==> config.mk <==
export PLATFORM = sky130hd
export DESIGN_NAME = scan_mux
export DESIGN_NICKNAME = d
export VERILOG_FILES = /design/src/rtl/scan_pkg.sv /design/src/rtl/next_en_idx.sv /design/src/rtl/scan_mux.sv
export SDC_FILE = /design/constraint.sdc
export NUM_CORES = 1
export LEC_CHECK = 0
export CORE_UTILIZATION = 54
export CTS_BUF_LIST = sky130_fd_sc_hd__clkbuf_4 sky130_fd_sc_hd__clkbuf_8
export CTS_CLUSTER_SIZE = 16
export DETAILED_ROUTE_END_ITERATION = 12
export PLACE_DENSITY = 0.88
export SYNTH_ARGS = -nofsm -noshare
export SYNTH_HDL_FRONTEND = slang
export SYNTH_SLANG_ARGS = --single-unit
==> constraint.sdc <==
create_clock -name clk -period 5 [get_ports clk]
set_input_delay 1 -clock clk [delete_from_list [all_inputs] [get_ports clk]]
set_output_delay 1 -clock clk [all_outputs]
set_load 0.05 [all_outputs]
==> src/rtl/scan_pkg.sv <==
// Shared defaults for the time-multiplexed display channel selector.
// Index widths are derived locally from the channel count by each user.
package scan_pkg;

  localparam int SCAN_N_CH_DEF     = 8;
  localparam int SCAN_W_DEF        = 4;
  localparam int SCAN_TICK_DIV_DEF = 100000;

endpackage : scan_pkg

==> src/rtl/next_en_idx.sv <==
// Combinational round-robin finder: the first enabled channel after cur,
// wrapping modulo N_CH, with cur itself as the last candidate.
module next_en_idx #(
  parameter  int N_CH = 8,
  localparam int IDXW = $clog2(N_CH)
) (
  input  logic [N_CH-1:0] ch_en,
  input  logic [IDXW-1:0] cur,
  output logic [IDXW-1:0] nxt,
  output logic            any
);

  int              cand;
  logic [IDXW-1:0] cand_idx;

  // Walk the candidates farthest-first so the nearest enabled one wins.
  always_comb begin
    nxt      = cur;
    any      = |ch_en;
    cand     = 0;
    cand_idx = '0;
    for (int k = N_CH; k >= 1; k--) begin
      cand     = (int'(cur) + k) % N_CH;
      cand_idx = IDXW'(cand);
      if (ch_en[cand_idx]) nxt = cand_idx;
    end
  end

endmodule : next_en_idx

==> src/rtl/scan_mux.sv <==
// N-channel round-robin display selector: prescaler, pointer and a registered
// output stage presenting the selected value, its index and an active-low strobe.
module scan_mux
  import scan_pkg::*;
#(
  parameter  int N_CH     = SCAN_N_CH_DEF,
  parameter  int W        = SCAN_W_DEF,
  parameter  int TICK_DIV = SCAN_TICK_DIV_DEF,
  localparam int IDXW     = $clog2(N_CH)
) (
  input  logic                   clk,
  input  logic                   rst,
  input  logic [N_CH-1:0][W-1:0] ch_data,
  input  logic [N_CH-1:0]        ch_en,
  input  logic                   hold,
  input  logic                   manual,
  input  logic [IDXW-1:0]        manual_sel,
  output logic [W-1:0]           sel_data,
  output logic [IDXW-1:0]        sel_idx,
  output logic [N_CH-1:0]        sel_onehot_n,
  output logic                   valid,
  output logic                   tick
);

  localparam int             PCW     = $clog2(TICK_DIV);
  localparam logic [PCW-1:0] PC_LAST = PCW'(TICK_DIV - 1);

  logic [PCW-1:0]  pcnt;
  logic [IDXW-1:0] ptr;
  logic [IDXW-1:0] nxt;
  logic            any;

  logic            in_range;
  logic            valid_d;
  logic [W-1:0]    data_d;
  logic [N_CH-1:0] onehot_d;

  assign tick = (pcnt == PC_LAST) && !hold;

  // NOTE: sequential state uses non-blocking assignments so every register
  // samples the pre-edge values, independent of block ordering.
  always_ff @(posedge clk) begin
    if (rst) begin
      pcnt <= '0;
    end else if (!hold) begin
      pcnt <= (pcnt == PC_LAST) ? '0 : pcnt + 1'b1;
    end
  end

  next_en_idx #(.N_CH(N_CH)) u_next (
    .ch_en (ch_en),
    .cur   (ptr),
    .nxt   (nxt),
    .any   (any)
  );

  // Manual mode overrides scanning every cycle; an empty enable mask parks ptr.
  always_ff @(posedge clk) begin
    if (rst) begin
      ptr <= '0;
    end else if (manual) begin
      ptr <= manual_sel;
    end else if (tick && any) begin
      ptr <= nxt;
    end
  end

  // NOTE: every combinational output is given a default first so no latch
  // can be inferred on any path.
  always_comb begin
    in_range = (int'(ptr) < N_CH);
    valid_d  = in_range && ch_en[ptr];
    data_d   = '0;
    onehot_d = '1;
    if (valid_d) begin
      data_d   = ch_data[ptr];
      onehot_d = ~(N_CH'(1) << ptr);
    end
  end

  always_ff @(posedge clk) begin
    if (rst) begin
      sel_data     <= '0;
      sel_idx      <= '0;
      sel_onehot_n <= '1;
      valid        <= 1'b0;
    end else begin
      sel_data     <= data_d;
      sel_idx      <= ptr;
      sel_onehot_n <= onehot_d;
      valid        <= valid_d;
    end
  end

endmodule : scan_mux

==> results.json, run 1 <==
{
  "ctsHoldBuffers": 0,
  "fin_util_pct": 76.3,
  "critPathBufInv": 2,
  "num_rows": 23,
  "drt-total-wl_mm": 5.73,
  "vias": 2146,
  "crit_type": "primary input to primary output",
  "dp_hpwl_mm": 4.36,
  "via_per_inst": 5.93,
  "grt-ovfl-total": 0,
  "worst_pin_slew_ns": 0.853,
  "port_buffers": 63,
  "critPathArrivalTime_ns": 3.03,
  "die-height_um": 68.5,
  "first_pass_iters": 5,
  "p_leak_uw": 0.00118,
  "design_power_total_uw": 943,
  "min_period_ns": 4.03,
  "synth_edf_count": 0,
  "final_cell_mix": "clkdlybuf4s50_1, dfxtp_1, nand2_1",
  "ant_nets": 0,
  "fin_nets": 367,
  "syn_area_per_cell_sq_um": 9.49,
  "clk_latency_ns": 0.28,
  "start_util_pct": 58.1,
  "synth_async_sr_flop_share_pct": 0,
  "cts_made_buffers": 5,
  "coreArea_sq_um": 4120,
  "setup_viol": 0,
  "synth_nets": 307,
  "finalHoldViolCount": 0,
  "grt_max_degree": 24,
  "antenna_found_initial": 0,
  "synth_top_family_by_area": "multiplexers",
  "status": "completed",
  "synth_area_sq_um": 2390,
  "cts_root_buf": "clkbuf_8",
  "tns_ns": 0,
  "ir_drop_v": 0.000134,
  "ys_ff_latch": 36,
  "slew_headroom_pct": 43.1,
  "yosysUniqueCellTypes": 44,
  "clk_pin_slew_ns": 0.07,
  "die_area_sq_um": 4700,
  "maxSlewViolCount": 0,
  "wire_per_inst_um": 15.8,
  "track_usage_pct": 27.1,
  "drt_iter0_markers": 88,
  "final_common_cell": "clkdlybuf4s50_1",
  "yosys.area_share.xor_xnor_pct": 6.23,
  "ys_seq_area_share_pct": 30.1,
  "max_freq_mhz": 248,
  "cts_buffer_depth": 2,
  "required_ns": 4.00,
  "synth_mux_area_share_pct": 26.0,
  "ys.flop_type": "dfxtp_1",
  "cp-end-kind": "primary output",
  "antenna_cells": 0,
  "grt_pass1_wl_mm": 9.44,
  "hold_class": "register to register",
  "die_w_um": 68.5,
  "critPathSlowestCell": "clkdlybuf4s50_1",
  "io_pins": 64,
  "hold-worst-slack_ns": 0.517,
  "p_per_area_nw_per_um2": 301,
  "gp_congestion": 0.855,
  "syn2layout_area_growth_pct": 31.2,
  "cts_resized": 0,
  "grt_setup_unrepaired": "false",
  "cp_top_family": "buffers and inverters",
  "fin_crit_sh_pct": 80.6,
  "start_kind": "primary input",
  "grt_pass1_vias": 1993,
  "synth-simple-area-share_pct": 19.4,
  "drc": 0,
  "synthAdderAreaFrac_pct": 4.19,
  "cts_setup_buffers": 0,
  "layout-drive-gt1-share_pct": 10.9,
  "crit_chain": "clkdlybuf4s50_1, nand3b_1, nor4b_1, clkdlybuf4s50_1",
  "dpl_cell_area_sq_um": 3040,
  "cts_tree": "done",
  "design_area_sq_um": 3140,
  "cts_sinks": 36,
  "crit_path_max_fanout": 5,
  "skew_ns": 0.00398,
  "synth_compound_area_share_pct": 10.0,
  "ys_warn_count": 0,
  "h-tree-depth": 2,
  "cpPeakStageDelay_ns": 0.89,
  "netlist_instances": 252,
  "cp_common_cell": "clkdlybuf4s50_1",
  "drv_cap": 0
}
==> sequential cells by signal, summed over array words and instances (netlist names) <==
name,cells
pcnt,17
valid,1
ptr,3
sel_data,4
sel_idx,3
sel_onehot_n,8
==> worst paths after layout <==
path | slack (ns) | from | cells past startpoint | end
worst max-delay path | 0.97 | hold | 4 | tick
worst min-delay path | 0.52 | pcnt[16] | 2 | pcnt[16]
worst max register to register | 1.62 | ptr[1] | 9 | ptr[2]
worst min register to register | 0.52 | pcnt[16] | 2 | pcnt[16]
==> cell families after synthesis <==
kind of cell / count (synthesis)
buf+inv: 22
fa+ha+maj: 8
simple gates: 96
compound gates: 39
flops: 36
mux: 34
xor+xnor: 17
==> cell usage after synthesis (2+ instances only) <==
cell | count | area [sq um]
mux4_2 | 17 | 383
mux2_2 | 3 | 33.8
nand2_1 | 31 | 116
and3_1 | 2 | 12.5
dfxtp_1 | 36 | 721
a22oi_1 | 2 | 15.0
nor4b_1 | 3 | 26.3
or4b_2 | 2 | 20.0
ha_1 | 8 | 100
a31oi_1 | 4 | 25.0
buf_1 | 3 | 11.3
clkbuf_1 | 4 | 15.0
nand4_1 | 3 | 18.8
a21oi_1 | 20 | 100
o21ai_1 | 2 | 10.0
o21ai_0 | 3 | 15.0
inv_1 | 9 | 33.8
buf_2 | 4 | 20.0
xnor2_1 | 6 | 52.6
nor3_1 | 7 | 35.0
xor2_1 | 11 | 96.3
mux2i_1 | 10 | 100
a211o_1 | 2 | 17.5
and2_1 | 2 | 12.5
mux4_1 | 4 | 105
nor2_1 | 29 | 109
nand3_1 | 4 | 20.0
nor2b_1 | 3 | 18.8
nor4_1 | 3 | 18.8
==> area by class of cell <==
type / instances / area, sq um
timing repair buffer: 65 / 646
inverter: 10 / 37.5
fill: 291 / 977
multi-input combinational: 194 / 1580
clock buffer: 7 / 96.3
sequential: 36 / 721
tap: 50 / 62.6
==> worst register-to-register path, cell delays in order (launching register included) <==
cell	delay, ns
dfxtp_1	0.31
buf_4	0.22
inv_1	0.28
ha_1	0.70
mux4_2	0.64
mux2_2	0.32
nor4b_1	0.43
a31oi_1	0.20
nor2_1	0.12
a31oi_1	0.04
==> layer usage <==
metal / GRT usage, % / up-vias / wire, um
li1: - / 1038 / -
met3: 5.10 / 10 / 272
met1: 34.2 / 1022 / 2390
met5: 0 / - / 0
met4: 9.90 / 0 / 108
met2: 45.7 / 76 / 2960
==> through the flow <==
step,worst slack (ns),std cells
3_3_place_gp,1.06,355
3_5_place_dp,0.984,355
5_1_grt,0.936,362
6_report,0.972,362
2_1_floorplan,1.09,252
4_1_cts,0.990,362
==> power breakdown <==
group	internal (uW)	leakage (uW)	total (uW)	switching (uW)
Combinational	191	0.000840	405	213
Clock	123	0.0000503	218	95.5
Sequential	304	0.000293	321	16.2
Power figures use the tool's default switching activity.
==> inputs of run 2 (changes only) <==
CORE_UTILIZATION = 45   (was 54)
PLACE_DENSITY = 0.78   (was 0.88)
clock period = 3.6 ns   (was 5 ns; I/O delays follow)
==> run 2 against run 1 <==
  * Sequential share of layout area fell by 0.48 points
  * Non-clock buffer count rose by 3
  * Critical path depth rose by 5
  * Sequential cell count did not move
  * Setup slack got worse by 0.35 ns
  * Critical path type is now register to register
  * Largest power group unchanged
==> results.json, run 2 (synthesis gave the netlist of run 1 again) <==
{
  "syn2layout_area_growth_pct": 34.0,
  "holdPathStages": 2,
  "dpl_cell_area_sq_um": 3090,
  "crit_path_max_fanout": 11,
  "maxSlewViolCount": 0,
  "gp_congestion": 0.929,
  "antenna_cells": 0,
  "num_rows": 26,
  "drv_cap": 0,
  "required_ns": 3.78,
  "max_freq_mhz": 335,
  "ctsHoldBuffers": 0,
  "clk_latency_ns": 0.29,
  "hold-worst-slack_ns": 0.529,
  "pwr-share-clk_pct": 25.8,
  "top_regs": "pcnt: 17 flops, sel_onehot_n: 8 flops, sel_data: 4 flops",
  "vias": 2103,
  "h-tree-depth": 2,
  "p_leak_uw": 0.00120,
  "wl_met2_mm": 2.92,
  "cts_made_buffers": 5,
  "layout-drive-gt1-share_pct": 12.7,
  "cts_root_buf": "clkbuf_8",
  "cts_resized": 0,
  "wire_per_inst_um": 14.6,
  "tns_ns": 0,
  "grt_pass1_vias": 1996,
  "reg2regPathDepth": 9,
  "fin_nets": 370,
  "drt-total-wl_mm": 5.64,
  "clk_pin_slew_ns": 0.07,
  "grt_setup_unrepaired": "false",
  "cts_setup_buffers": 0,
  "drt_iter0_markers": 65,
  "drc": 0,
  "met3WireLength_um": 248,
  "cts_sinks": 36,
  "design_area_sq_um": 3200,
  "p_per_area_nw_per_um2": 427,
  "start_kind": "register",
  "ir_drop_v": 0.000282,
  "die-height_um": 74.9,
  "finalHoldViolCount": 0,
  "io_pins": 64,
  "top_layer_used": "met4",
  "switching_share_pct": 34.2,
  "wl_met1_mm": 2.38,
  "largest-register": "pcnt",
  "die_area_sq_um": 5610,
  "coreArea_sq_um": 5110,
  "largest_reg_flops": 17,
  "skew_ns": 0.00542,
  "grt_pass1_wl_mm": 9.36,
  "ant_nets": 0,
  "track_usage_pct": 22.3,
  "status": "completed",
  "grt_max_degree": 24,
  "via_per_inst": 5.45,
  "design_power_total_uw": 1370,
  "start_util_pct": 46.8,
  "fin_crit_sh_pct": 82.8,
  "power.switching_uw": 468,
  "cts_tree": "done",
  "cts_buffer_depth": 2,
  "port_buffers": 63,
  "die_w_um": 74.9,
  "worst_pin_slew_ns": 0.521,
  "critPathArrivalTime_ns": 3.16,
  "final_cell_mix": "clkdlybuf4s50_1, dfxtp_1, nand2_1",
  "intPower_uw": 900,
  "min_period_ns": 2.98,
  "antenna_found_initial": 0,
  "first_pass_iters": 4,
  "share_comb_of_total_power_pct": 42.7,
  "seq_power_share_pct": 31.5,
  "hold_class": "register to register",
  "grt-ovfl-total": 0,
  "dp_hpwl_mm": 4.34,
  "slew_headroom_pct": 65.2,
  "crit_type": "register to register",
  "fillers": 448,
  "cp-end-kind": "register",
  "final_common_cell": "clkdlybuf4s50_1",
  "setup_viol": 0
}
## run 2: cell types whose count changed in the layout (fill, tap and decap cells not counted)
cell             delta
nor4b_2             +1
clkdlybuf4s50_1     -1
buf_4               +4
clkinvlp_4          +1
nor4b_1             -1
clkinv_2            +1
clkbuf_8            -2
bufinv_16           +1
## run 2: per-layer routing
layer	GRT usage, %	vias to the layer above
met2	39.1	55
met1	27.4	994
met3	3.75	9
met4	8.81	0
met5	0	-
li1	-	1045
## run 2: worst paths after layout
path,start,to,slack (ns)
min,pcnt[16],pcnt[16],0.53
min reg2reg,pcnt[16],pcnt[16],0.53
max reg2reg,ptr[0],ptr[1],0.62
max,ptr[0],ptr[1],0.62
## run 2: cell type report
type,instances,area [sq um],area share (%)
Multi-Input combinational cell,194,1580,49.4
Inverter,10,37.5,1.17
Timing Repair Buffer,68,666,20.8
Clock inverter,3,42.5,1.33
Clock buffer,5,68.8,2.15
Tap cell,70,87.6,2.73
Sequential cell,36,721,22.5
## run 2: power groups by stage
stage	combinational, uW	clock (uW)	sequential [uW]
2_1_floorplan	354	0	502
3_3_place_gp	572	0	440
3_5_place_dp	581	0	441
4_1_cts	583	362	431
5_1_grt	632	377	434
6_report	584	352	431
## run 2: through the flow
step	utilization [%]	setup WS (ns)	cells
finish	62.7	0.619	386
global route	62.7	0.387	386
CTS	62.7	0.632	386
detailed placement	60.6	0.556	378
global placement	60.6	0.608	378
floorplan	-	0.601	252
## run 2: critical path: stages (launching register included)
cell and delay [ns]:
dfxtp_1 0.33, clkinv_1 0.06, buf_4 0.17, ha_1 0.60, mux4_2 0.62, mux2_2 0.33, nor4b_1 0.41, o21a_1 0.19
or4_1 0.10, o21ai_1 0.05
==> inputs of run 3 (changes only) <==
CORE_UTILIZATION = 50   (was 45)
PLACE_DENSITY = 0.82   (was 0.78)
clock period = 2.9 ns   (was 3.6 ns; I/O delays follow)
==> run 3 against run 2 <==
  * The run now ends with DRC left
  * Worst hold slack better by 0.0097 ns
  * Setup slack worse by 0.41 ns
  * Sequential share of layout area is 0.26 points lower
  * Register-to-register slack worse by 0.41 ns
  * Clock skew is 0.0036 ns higher
  * Total power is 20% higher
  * Routed wire length is 4.1% higher
  * Combinational power is 31% higher
  * First-iteration DRC count is 100% higher
  * Cell count is 2.6% lower
  * Non-clock buffer count is 9 higher
  * Global-route usage is 2.4 points higher
==> results.json, run 3 (synthesis gave the netlist of run 1 again) <==
{
  "cp-end-kind": "register",
  "die_w_um": 71.2,
  "maxSlewViolCount": 0,
  "whs_endpoint": "pcnt[14]",
  "placedCellCount": 369,
  "largest_reg_flops": 17,
  "track_usage_pct": 24.7,
  "antenna_found_initial": 0,
  "io_pins": 64,
  "grt_max_degree": 20,
  "worst_pin_slew_ns": 0.519,
  "max_freq_mhz": 371,
  "cts_tree": "done",
  "ir_drop_v": 0.000240,
  "setup_viol": 0,
  "rrSetupSlack_ns": 0.20,
  "drt_iter0_markers": 133,
  "skew_ns": 0.00898,
  "clk_pin_slew_ns": 0.07,
  "hold-worst-slack_ns": 0.539,
  "startpoint": "ptr[0]",
  "critPathArrivalTime_ns": 2.87,
  "finalHoldViolCount": 0,
  "h-tree-depth": 2,
  "drc": 4,
  "min_period_ns": 2.70,
  "design_area_sq_um": 3240,
  "cts_buffer_depth": 2,
  "ctsHoldBuffers": 0,
  "cp_top_family": "multiplexers",
  "pre_cts_ws_ns": -0.0331,
  "violations": "DRC",
  "top_regs": "pcnt: 17 flops, sel_onehot_n: 8 flops, sel_data: 4 flops",
  "crit_chain": "clkinv_2, ha_2, mux4_2, mux2_2, nor4b_2, o21a_1, or4_1, o21ai_1",
  "fin_ws_ns": 0.205,
  "required_ns": 3.08,
  "final_common_cell": "clkdlybuf4s50_1",
  "ant_nets": 0,
  "largest-register": "pcnt",
  "cts_sinks": 36,
  "grt_setup_unrepaired": "false",
  "dpl_cell_area_sq_um": 3150,
  "layoutNonFillerInstCount": 376,
  "wire_per_inst_um": 15.6,
  "grt_pass1_vias": 2080,
  "cpPeakStageDelay_ns": 0.57,
  "grt-ovfl-total": 0,
  "die_area_sq_um": 5060,
  "first_pass_iters": 8,
  "rr_endpoint": "ptr[1]",
  "port_buffers": 63,
  "layout-drive-gt1-share_pct": 15.7,
  "grt_pass1_wl_mm": 9.82,
  "antenna_cells": 0,
  "fin_crit_sh_pct": 92.9,
  "final_cell_mix": "clkdlybuf4s50_1, dfxtp_1, nand2_1",
  "crit_path_max_fanout": 8,
  "hold_path_startpoint": "pcnt[14]",
  "num_rows": 24,
  "cts_setup_buffers": 0,
  "die-height_um": 71.2,
  "holdPathStages": 2,
  "status": "complete, but fails checks",
  "cts_resized": 0,
  "critPathSlowestCell": "mux4_2",
  "fin_nets": 379,
  "critPathBufInv": 1,
  "r2r-start": "ptr[0]",
  "start_util_pct": 53.4,
  "via_per_inst": 5.82,
  "hold_class": "register to register",
  "coreArea_sq_um": 4470,
  "start_kind": "register",
  "p_per_area_nw_per_um2": 508,
  "cts_made_buffers": 5,
  "clk_latency_ns": 0.29,
  "syn2layout_area_growth_pct": 35.6,
  "drv_cap": 0,
  "gp_congestion": 0.920,
  "slew_headroom_pct": 65.3,
  "drt-total-wl_mm": 5.87,
  "reg2regPathDepth": 8,
  "crit_type": "register to register",
  "vias": 2187,
  "fin_util_pct": 72.5,
  "cts_root_buf": "clkbuf_8",
  "p_leak_uw": 0.00124,
  "dp_hpwl_mm": 4.53
}
-- run 3: cell count changes in the layout (fill, tap and decap cells not counted), sizes merged --
cell and delta:
buf +9, clkbuf +1, bufinv -1, clkinvlp -1
-- run 3: area by class of cell --
cell class / count / area (sq um)
Clock inverter: 1 / 5.00
Multi-Input combinational cell: 194 / 1590
Fill cell: 339 / 1230
Timing Repair Buffer: 77 / 746
Clock buffer: 6 / 76.3
Tap cell: 52 / 65.1
Inverter: 10 / 38.8
Sequential cell: 36 / 721
-- run 3: routing by layer --
metal	share of wire, %	routed length [um]	vias up	global-route usage [%]
met2	51	2980	60	41.5
met4	1.3	77	0	7.33
li1	-	-	1063	-
met1	44	2560	1057	33.0
met5	0	0	-	0
met3	4.3	252	7	3.85
-- run 3: stage by stage --
step           total power, uW  TNS [ns]
6_report                  1650         0
4_1_cts                   1640         0
3_3_place_gp              1290         0
5_1_grt                   1730         0
3_5_place_dp              1300   -0.0331
2_1_floorplan             1060         0
-- run 3: worst min-delay path, delay by kind of cell, from the launching register on --
family           cells  cell delay (ns)
XOR/XNOR             1             0.07
flip-flops           1             0.35
AND/OR/NAND/NOR      1             0.08
-- run 3: report_power, final --
part	internal [uW]	switching, uW
sequential	525	13.5
combinational	369	398
clock	172	169
total	1070	581
-- run 3: how the worst max path moves through the flow --
stage,endpoint,cells after the start
after global routing,ptr[1],7
after floorplan,ptr[1],10
after detailed placement,ptr[1],7
after CTS,ptr[1],8
after global placement,ptr[0],6
final,ptr[1],8
==> variant 1 (settings of run 2) <==
Take the reset off `sel_data` and load it in a clocked block of its own.
--- a/src/rtl/scan_mux.sv
+++ b/src/rtl/scan_mux.sv
@@ -81,10 +81,8 @@
   always_ff @(posedge clk) begin
     if (rst) begin
-      sel_data     <= '0;
       sel_idx      <= '0;
       sel_onehot_n <= '1;
       valid        <= 1'b0;
     end else begin
-      sel_data     <= data_d;
       sel_idx      <= ptr;
       sel_onehot_n <= onehot_d;
@@ -93,4 +91,8 @@
   end
 
+  always_ff @(posedge clk) begin
+    sel_data <= data_d;
+  end
+
 endmodule : scan_mux
 
Check against the original RTL: not settled (the Yosys comparison gave no result); the edit may change what the design does.
==> variant 1 against run 2 <==
- clock power is 11% lower
- setup slack better by 0.097 ns
- sequential cell count stayed put
- synthesized area is 0.26% lower
- wire length is 2.2% higher
- final area is 0.74% lower
- power is 22% lower
- critical path depth is 2 lower
- critical endpoint unchanged
- largest power group is now registers
- highest routed layer unchanged
==> variant 1: results (changes against run 2) <==
metric,value,unit,change
status,"finished, final reports clean",,
instance count of the mapped netlist,257,,+2.0%
Adder-Cell Fraction of Synth Area,4.197,%,+0.011 points
Worst Hold Slack,0.5434,ns,+0.01444 ns
global-route wire length before repair,9.328,mm,-0.37%
Synthesis Warnings,0,,unchanged
top post-synthesis cells by count,"dfxtp_1 (36), nand2_1 (29), nor2_1 (29), mux4_2 (16), a21oi_1 (15)",,
share of layout cells above drive strength 1,12.46,%,-0.20 points
H-Tree Level Count,2,,unchanged
Synth area leaders,"dfxtp_1 (30%), mux4_2 (15%), mux2i_1 (5.9%), nand2_1 (4.6%), nor2_1 (4.6%)",,
origin of the worst setup path,ch_en[6],,
Post-synth top flop,dfxtp_1,,
cell with the largest stage delay on the worst path,mux4_2,,
syn nets,312,,+1.6%
area fraction in compound gates after synthesis,9.339,%,-0.71 points
net count reported at finish,375,,+1.4%
Wirelength per Cell,14.73,um,+0.89%
maximum number of pins on one net before global-route repair,25,,+4.2%
Post-synth ARST share,0,%,unchanged
Max IR drop VDD,0.1430,mV,-49%
Antenna Diode Count,0,,unchanged
TritonCTS Buffers,5,,unchanged
worst hold path startpoint,pcnt[16],,
Detail Placement HPWL,4.466,mm,+3.0%
share of the synthesized netlist area taken by xor and xnor gates,6.243,%,+0.016 points
initial DRC count,108,,+66%
number of vias after detailed routing,2174,,+3.4%
GPL Wtd Cong,0.8673,,-6.6%
R2R setup slack,0.75,ns,+0.13 ns
Overall Global Routing Usage,21.97,%,-0.36 points
clk_skew,0.008460,ns,+0.003042 ns
worst skew pair latency,0.29,ns,about the same
Arrival @ worst endpoint,3.07,ns,-0.09 ns
"Clk pin slew, worst setup/hold paths",0.07,ns,about the same
# fillers,460,,+2.7%
registers with the most flip-flops,"pcnt x17, sel_onehot_n x8, sel_data x4",,
maximum fanout along the worst path,6,,-5
leakage power of the design,1.155,nW,-4.0%
critical path's largest stage delay,0.54,ns,-0.08 ns
"Setup Fix Bufs, Post-CTS",0,,unchanged
initial antenna violation count,0,,unchanged
aggregate routed wire length,5.760,mm,+2.2%
multiplexer fraction of the synthesized cell area,22.88,%,-3.1 points
clock root buffer master,clkbuf_8,,
proportion of synthesized chip area in sequential cells,30.22,%,+0.079 points
min-delay worst type,reg2reg,,
number of global-route vias before repair,2019,,+1.2%
number of distinct library cell variants in the gate-level netlist after synthesis,50,,+14%
origin of the critical flop-to-flop path,ptr[1],,
slew at the pin with the worst max-slew slack,0.6027,ns,+0.08161 ns
category of cells accounting for the largest share of critical-path delay,multiplexers,,
number of detailed-routing iterations run before antenna repair,4,,unchanged
variant 1: changes by cell type after synthesis, moves of 3 or more:
| cell | delta |
|---|---|
| nor4_1 | +3 |
| clkbuf_1 | +4 |
| nand3_1 | +5 |
| a21oi_1 | -5 |
| inv_1 | -5 |
| mux4_1 | -4 |
| mux2i_1 | +4 |
| buf_2 | -3 |
variant 1: where the power goes:
group | internal (W) | total, W | leakage (nW) | switching, W
Combinational | 0.000160 | 0.000341 | 0.809 | 0.000181
Clock | 0.000171 | 0.000312 | 0.0523 | 0.000141
Sequential | 0.000414 | 0.000420 | 0.293 | 0.00000563
Total | 0.000745 | 0.00107 | 1.15 | 0.000328
variant 1: path summary, 6_finish.rpt:
kind                            cells after the start        to
worst min register to register                      2  pcnt[16]
worst min-delay path                                2  pcnt[16]
worst max-delay path                                7    ptr[1]
worst max register to register                      7    ptr[1]
variant 1: area by class of cell:
type                            instances  share of cell area [%]
Clock buffer                            8                   3.068
Inverter                                5                  0.5901
Multi-Input combinational cell        203                   49.76
Sequential cell                        36                   22.66
Tap cell                               70                   2.754
Timing Repair Buffer                   69                   21.16
variant 1: per-layer routing:
layer / share of wire, % / vias to the layer above / track usage, %
met5: 0 / - / 0
met4: 1.3 / 0 / 6.918
met3: 4.8 / 7 / 3.079
met2: 49 / 71 / 36.44
met1: 44 / 1028 / 29.68
li1: - / 1068 / -
variant 1: metrics by stage:
stage	power (W)	utilization, %	setup WS, ns	cell area, um2
3_3_place_gp	0.0007609	60.36	0.5389	3083
4_1_cts	0.001077	62.27	0.7394	3181
3_5_place_dp	0.0007680	60.36	0.4606	3083
5_1_grt	0.001121	62.27	0.5833	3181
2_1_floorplan	0.0006513	-	0.1450	2391
6_report	0.001073	62.27	0.7157	3181
==> variant 2 (settings of run 2) <==
Without the edit above. `SCAN_W_DEF`: 4 -> 3.
--- a/src/rtl/scan_pkg.sv
+++ b/src/rtl/scan_pkg.sv
@@ -4,5 +4,5 @@
 
   localparam int SCAN_N_CH_DEF     = 8;
-  localparam int SCAN_W_DEF        = 4;
+  localparam int SCAN_W_DEF        = 3;
   localparam int SCAN_TICK_DIV_DEF = 100000;
 
Interface: changed (resized ch_data and sel_data); port bits go from 64 to 55. No check against the original RTL was run, so the function may have changed too.
==> variant 2 against run 2 <==
- sequential cell count down 1
- critical path type unchanged
- clock skew down 0.0018 ns
- setup slack worse by 0.024 ns
- power down 15%
- sequential share of layout area grew 0.080 points
- final area is 3.1% lower
- synthesized area shrank 0.16%
- wire length shrank 2.0%
- global-route usage shrank 1.1 points
- synthesized cell count decreased by 3.6%
==> variant 2: results (changes against run 2) <==
metric,value,unit,change
Max IR drop VDD,0.2861,mV,+1.6%
initial DRC count,112,,+72%
Synth area leaders,"dfxtp_1 (29%), mux4_2 (12%), nand2_1 (4.7%), xor2_1 (4.4%), ha_1 (4.2%)",,
R2R setup slack,0.60,ns,-0.02 ns
share of layout cells above drive strength 1,15.33,%,+2.7 points
syn nets,290,,-5.5%
Worst Hold Slack,0.5061,ns,-0.02287 ns
number of distinct library cell variants in the gate-level netlist after synthesis,56,,+27%
worst r2r path cells,7,,-2
clk_skew,0.003637,ns,-0.001781 ns
slew at the pin with the worst max-slew slack,0.6389,ns,+0.1179 ns
maximum number of pins on one net before global-route repair,21,,-13%
routed vias/inst,5.573,,+2.3%
cell with the largest stage delay on the worst path,mux4_1,,
top post-synthesis cells by count,"dfxtp_1 (35), nand2_1 (30), nor2_1 (26), mux4_2 (13), xor2_1 (12)",,
Overall Global Routing Usage,21.25,%,-1.1 points
GPL Wtd Cong,0.8171,,-12%
Wirelength per Cell,14.92,um,+2.2%
Arrival @ worst endpoint,3.22,ns,+0.06 ns
min cycle time layout,3.005,ns,+0.02363 ns
Detail Placement HPWL,4.234,mm,-2.4%
critical register-to-register path endpoint,ptr[1],,
maximum fanout along the worst path,8,,-3
I/O Buffers,54,,-14%
number of global-route vias before repair,1902,,-4.7%
registers with the most flip-flops,"pcnt x17, sel_onehot_n x8",,
global-route wire length before repair,8.990,mm,-4.0%
status,"finished, final reports clean",,
worst slack at placement,0.4455,ns,-0.1105 ns
Worst Hold Path EP,pcnt[11],,
number of detailed-routing iterations run before antenna repair,5,,+1
net count reported at finish,346,,-6.5%
[variant 2: changes by cell type after synthesis, moves of 4 or more]
cell     delta
xnor2_1     -4
buf_2       -4
mux4_2      -4
o21ai_0     +4
nor3_1      -7
mux2_4      +5
or3_1       +4
a21oi_1    -11
[variant 2: metrics by stage]
stage | area [um2] | util [%] | std cells
detailed placement | 2987 | 58.48 | 362
CTS | 3104 | 60.78 | 370
global route | 3104 | 60.78 | 370
global placement | 2987 | 58.48 | 362
floorplan | 2387 | - | 243
finish | 3104 | 60.78 | 370
[variant 2: cell type report]
class / instances / area, um2 / share of cell area [%]
inverter: 12 / 58.81 / 1.894
tap: 70 / 87.58 / 2.821
multi-input combinational: 187 / 1559 / 50.22
clock inverter: 2 / 35.03 / 1.129
clock buffer: 6 / 82.58 / 2.660
sequential: 35 / 700.7 / 22.57
timing repair buffer: 58 / 580.6 / 18.70
[variant 2: power by group]
part,total [W],internal (W),switching (W)
Sequential,0.000411,0.000403,0.00000871
Combinational,0.000393,0.000188,0.000205
Clock,0.000363,0.000224,0.000139
Total,0.00117,0.000815,0.000352
[variant 2: cells by family after synthesis]
logic type | synth area share, %
muxes | 24.79
AOI/OAI and AO/OA | 10.69
adders and majority gates | 4.193
and+or+nand+nor | 20.49
DFF | 29.35
buffers and inverters | 5.346
xor gates and xnor gates | 5.136
[variant 2: metal layers]
metal	vias up	part of all wire, %	track usage (%)
li1	1004	-	-
met1	975	43	27.33
met2	69	50	34.83
met4	0	2.3	9.434
met3	14	4.3	4.016
met5	-	0	0
[variant 2: tightest hold or removal path, cell delays in order (launching register included)]
cell and delay, ns:
dfxtp_1 0.33, o21ai_0 0.07, a21oi_1 0.06
